<file path="src/rtl/pin_capture_fifo.sv">
// Captures asynchronous SAM D21 pin data on iLATCH rising edges into a small FIFO.
// Define PIN_DEGLITCH_EN to require strobes to be high for two synchronized cycles.
module pin_capture_fifo #(
    parameter int unsigned SYNC_STAGES = 2,
    parameter int unsigned DEPTH       = 4
) (
    input  logic                     iCLK,
    input  logic                     iRESET,
    input  logic [4:0]               iDIN,
    input  logic                     iLATCH,
    input  logic                     iPULSE,
    output logic [4:0]               oDAT,
    output logic                     oVALID,
    input  logic                     iREADY,
    output logic [$clog2(DEPTH):0]   oCOUNT,
    output logic                     oOVF
);

    localparam int unsigned DW = 5;
    localparam int unsigned PW = $clog2(DEPTH);
    localparam int unsigned CW = PW + 1;
    localparam int unsigned SW = DW + 2;
`ifdef PIN_DEGLITCH_EN
    localparam int unsigned HIST = 3;
`else
    localparam int unsigned HIST = 2;
`endif
    localparam int unsigned FILL = SYNC_STAGES + HIST;

    logic [SW-1:0]   syncQ [SYNC_STAGES];
    logic [SW-1:0]   syncOut;
    logic [HIST-1:0] latchHist;
    logic [HIST-1:0] pulseHist;
    logic [DW-1:0]   dinCur;
    logic [FILL-1:0] fillQ;
    logic            primed;
    logic            latchRise;
    logic            pulseRise;
    logic            pushReq;
    logic [DW-1:0]   pushDat;

    logic [DW-1:0]   mem [DEPTH];
    logic [PW-1:0]   rdPtr;
    logic [PW-1:0]   wrPtr;

    logic            empty;
    logic            full;
    logic            doPop;
    logic            doPush;
    logic            drop;
    logic [PW-1:0]   rdNext;
    logic [PW-1:0]   wrNext;
    logic [CW-1:0]   cntNext;
    logic [DW-1:0]   headNext;

    assign syncOut = syncQ[SYNC_STAGES-1];
    assign primed  = fillQ[FILL-1];

    // Shared synchronizer for {iPULSE, iLATCH, iDIN}
    always_ff @(posedge iCLK or posedge iRESET) begin
        if (iRESET) begin
            for (int unsigned i = 0; i < SYNC_STAGES; i++) begin
                syncQ[i] <= '0;
            end
        end else begin
            syncQ[0] <= {iPULSE, iLATCH, iDIN};
            for (int unsigned i = 1; i < SYNC_STAGES; i++) begin
                syncQ[i] <= syncQ[i-1];
            end
        end
    end

    // Strobe history for edge detection; fillQ marks when the history holds real samples,
    // so a strobe already high at reset release is not mistaken for an edge.
    always_ff @(posedge iCLK or posedge iRESET) begin
        if (iRESET) begin
            latchHist <= '0;
            pulseHist <= '0;
            dinCur    <= '0;
            fillQ     <= '0;
        end else begin
            latchHist <= {latchHist[HIST-2:0], syncOut[DW]};
            pulseHist <= {pulseHist[HIST-2:0], syncOut[DW+1]};
            dinCur    <= syncOut[DW-1:0];
            fillQ     <= {fillQ[FILL-2:0], 1'b1};
        end
    end

`ifdef PIN_DEGLITCH_EN
    assign latchRise = primed & latchHist[0] & latchHist[1] & ~latchHist[2];
    assign pulseRise = primed & pulseHist[0] & pulseHist[1] & ~pulseHist[2];
`else
    assign latchRise = primed & latchHist[0] & ~latchHist[1];
    assign pulseRise = primed & pulseHist[0] & ~pulseHist[1];
`endif

    // Registered push request carries the data sampled alongside the edge
    always_ff @(posedge iCLK or posedge iRESET) begin
        if (iRESET) begin
            pushReq <= 1'b0;
            pushDat <= '0;
        end else begin
            pushReq <= latchRise;
            if (latchRise) begin
                pushDat <= dinCur;
            end
        end
    end

    // Next-state FIFO bookkeeping; head is forwarded when the push lands at the read slot
    always_comb begin
        empty    = (oCOUNT == '0);
        full     = (oCOUNT == CW'(DEPTH));
        doPop    = ~empty & iREADY;
        doPush   = pushReq & (~full | doPop);
        drop     = pushReq & full & ~doPop;
        rdNext   = doPop  ? rdPtr + PW'(1) : rdPtr;
        wrNext   = doPush ? wrPtr + PW'(1) : wrPtr;
        cntNext  = oCOUNT;
        if (doPush && !doPop) begin
            cntNext = oCOUNT + CW'(1);
        end else if (doPop && !doPush) begin
            cntNext = oCOUNT - CW'(1);
        end
        headNext = '0;
        if (cntNext != '0) begin
            headNext = (doPush && (wrPtr == rdNext)) ? pushDat : mem[rdNext];
        end
    end

    always_ff @(posedge iCLK or posedge iRESET) begin
        if (iRESET) begin
            rdPtr  <= '0;
            wrPtr  <= '0;
            oCOUNT <= '0;
            oVALID <= 1'b0;
            oDAT   <= '0;
            oOVF   <= 1'b0;
        end else begin
            rdPtr  <= rdNext;
            wrPtr  <= wrNext;
            oCOUNT <= cntNext;
            oVALID <= (cntNext != '0);
            oDAT   <= headNext;
            if (drop) begin
                oOVF <= 1'b1;
            end else if (pulseRise) begin
                oOVF <= 1'b0;
            end
        end
    end

    // Storage needs no reset: occupancy alone decides what is visible
    always_ff @(posedge iCLK) begin
        if (doPush) begin
            mem[wrPtr] <= pushDat;
        end
    end

endmodule
</file>
<file path="config.mk">
export PLATFORM = sky130hd
export DESIGN_NAME = pin_capture_fifo
export DESIGN_NICKNAME = d
export VERILOG_FILES = /design/src/rtl/pin_capture_fifo.sv
export SDC_FILE = /design/constraint.sdc
export NUM_CORES = 1
export LEC_CHECK = 0
export CORE_ASPECT_RATIO = 0.5
export CORE_MARGIN = 4
export CORE_UTILIZATION = 40
export DETAILED_ROUTE_END_ITERATION = 12
export HOLD_SLACK_MARGIN = 0.02
export PLACE_DENSITY = 0.63
export SLEW_MARGIN = 20
export SYNTH_ARGS = -nofsm -noshare
export SYNTH_HDL_FRONTEND = slang
export SYNTH_SLANG_ARGS = --single-unit
</file>
<file path="constraint.sdc">
create_clock -name iCLK -period 5.3 [get_ports iCLK]
set_input_delay 1.59 -clock iCLK [delete_from_list [all_inputs] [get_ports iCLK]]
set_output_delay 1.59 -clock iCLK [all_outputs]
set_load 0.05 [all_outputs]
</file>
==> results.md <==
- Status: finished, final reports clean
- WL/cell: around 15 microns
- Worst hold slack: between 300 and 400 ps
- Fin util: 0.494
- Number of port buffers: 19
- Clock share of power: 0.275
- Via density: 5.09
- Worst EP arrival: 3610 ps
- Main synth FF type: dfrtp_1
- Synthesized area per cell: 14.2 sq um
- CTS Buf Count: 9
- Pwr dens: ~570 nW/um^2
- Gr usage total: 0.129
- LEAKAGE: between 1 and 1.5 nW
- Synthesized flop and latch total: 67
- Reg clk slew, reported paths: 50 ps
- Core ar.: 6750 sq um
- Layout fillers: around 610
- Final setup viols: 0
- Most frequent cells in the layout: dfrtp_1 (47), edfxtp_1 (20), clkdlybuf4s50_1 (19), a211oi_1 (11)
- Slew headroom: 0.469
- Final non-filler cell total: between 300 and 400
- CTS Root Cell: clkbuf_16
- Post-CTS Repair Setup Buffers: 0
- Min Clock Period, post-route: about 3400 ps
- Area delta synth->final: 18.1%
- Hold buffers post-CTS: 0
- MaxCap Viol Count: 0
- Layout cell share with drive strength beyond 1: 0.191
- Worst-case clock buffer depth: 2
- Critical Path Sink Type: flop
- Number of synthesized flops with an enable pin: 20
- Post-Route WL: approximately 4800 microns
- Final Cycle Share: 0.638
- ANT nets after route: 0
- Highest clock rate: 296 MHz
- Io pins: 20
- Hold Path Class: reg -> reg
- Worst-Skew Late Latency: between 300 and 400 ps
- Hpwl dp: between 3000 and 4000 microns
- P_sw: just under 700 uW
- Int Power: 1.21 mW
- Remaining Overflow, GRT: 0
- Synth unique cells: 45
- Clock Skews: roughly 2.4 ps
- CTS tree: done
- Sequential-to-total area share from yosys stat: 0.629
- First-pass GRT wire length: 8180 microns
- Critical Path Fanout Max: 10
- Pin count of the biggest net entering global routing: 48
- First drt pass iteration count: 4
- Vias in the first global route: about 1600
- Initial Util: 0.418
- Antenna cells: 0
- Vias: ~1600
- Max-slew violations: 0
- Vert. Die Dim: roughly 67 microns
- # H-tree levels: 3
- CP required: about 5500 ps
- Worst setup path category: in -> reg
- Setup TNS: 0 ps
- Combinational Power Share: 0.341
- Post-synth ARST share: 0.701
- Clk sinks: 67
- Hold Vio Cnt, Final: 0
- Commonest non-fill, non-tap cell in the layout: dfrtp_1
- Post-route DRC: 0
- Yosys warning count: 0
- # rows: 21
- Worst vdd ir: ~0.00019 V
- Worst-margin pin slew: between 700 and 800 ps
- Post-CTS Resized: 0
- Synth Net Count: 216
- Critical Path Source Type: primary input
- Placed insts: 301
- Fin nets: ~240
- Die area: about 8500 sq um
- Die Wd: 127 microns
- Cells after Synth: 199
- Seq pwr share: 0.384
- Final Wtd Congestion: between 0.8 and 0.9
- Initial antenna violation count: 0
- Switching Fraction: 0.360
- Starting DRC count in detailed routing: 117
- RSZ-0062 raised after global routing: false
- Synth Cell Area: approximately 2800 sq um
per-layer routing:
| layer | up-vias | GRT usage | part of all wire |
|---|---|---|---|
| met5 | - | 0 | 0 |
| met4 | 0 | 0.0682 | 0.021 |
| met3 | 10 | 0.0616 | 0.076 |
| met2 | 50 | 0.183 | 0.41 |
| met1 | 762 | 0.163 | 0.49 |
| li1 | 791 | - | - |
layout make-up:
class | count | area (sq um) | area share
inverter | 10 | 38.8 | 0.0116
tap | 92 | 115 | 0.0345
timing repair buffer | 19 | 190 | 0.0571
clock buffer | 13 | 240 | 0.0721
sequential | 67 | 1780 | 0.533
multi-input combinational | 113 | 947 | 0.284
clock inverter | 3 | 25.0 | 0.00751
worst paths after layout:
kind                            slack (ps)            endpoint                start  cells past startpoint
worst max register to register        3000   oDAT[0]$_DFF_PP0_  oCOUNT[0]$_DFF_PP0_                      7
worst min register to register         340  fillQ[3]$_DFF_PP0_   fillQ[2]$_DFF_PP0_                      0
min in group asynchronous             1720  syncQ[7]$_DFF_PP0_               iRESET                      2
max in group asynchronous             3100   oDAT[3]$_DFF_PP0_               iRESET                      2
worst min-delay path                   340  fillQ[3]$_DFF_PP0_   fillQ[2]$_DFF_PP0_                      0
worst max-delay path                  1920   oDAT[1]$_DFF_PP0_               iREADY                      6
logic make-up (layout without fill, tap and decap cells):
logic type      count (synthesis)  in the layout  share of synthesized area
xor+xnor                        5              5                     0.0182
simple gates                   45             45                      0.109
fa+ha+maj                       7              7                     0.0310
buf+inv                        19             45                     0.0350
mux                            12             12                     0.0501
compound gates                 43             43                      0.126
other cells                     1              1                    0.00133
flops                          67             67                      0.629
stage by stage:
stage / worst slack, ps / power (mW) / cell area, sq um
final: 1920 / 1.89 / 3330
after global placement: 1620 / 1.37 / 3070
after global routing: 1780 / 2.01 / 3330
after floorplan: 2300 / 1.22 / 2820
after detailed placement: 1590 / 1.37 / 3070
after CTS: 1920 / 1.91 / 3330
worst max-delay path, stage by stage:
cell             delay [ps]
clkdlybuf4s50_1         630
inv_1                   200
nor3_1                  570
a221o_1                 280
a2111oi_2                70
a211oi_1                260
power groups by stage:
| stage | clock network [mW] | logic, mW | registers (mW) |
|---|---|---|---|
| detailed placement | 0 | 0.643 | 0.730 |
| CTS | 0.538 | 0.647 | 0.722 |
| finish | 0.520 | 0.644 | 0.724 |
| global placement | 0 | 0.637 | 0.731 |
| global route | 0.567 | 0.699 | 0.739 |
| floorplan | 0 | 0.422 | 0.801 |
flip-flops by register name, indices dropped and copies added, names as in the netlist:
name       count
wrPtr          2
oCOUNT         3
mem           20
fillQ          4
oOVF           1
pulseHist      2
pushDat        5
syncOut        7
dinCur         5
rdPtr          2
latchHist      2
pushReq        1
syncQ          7
oVALID         1
oDAT           5
cell usage after synthesis (4+ instances only):
cell       n  share of area
nand3_1    5         0.0089
nand2_1    6         0.0080
and3_2     5          0.013
nor3_1     4         0.0071
edfxtp_1  20           0.21
clkbuf_1   4         0.0053
mux2_2     9          0.036
and3_1     9          0.020
a211oi_1  11          0.029
xnor2_1    4          0.012
inv_1     10          0.013
o21ai_0    7          0.012
a221o_1    9          0.032
ha_1       7          0.031
dfrtp_1   47           0.42
Note: power is estimated with default switching activity, not from simulation.
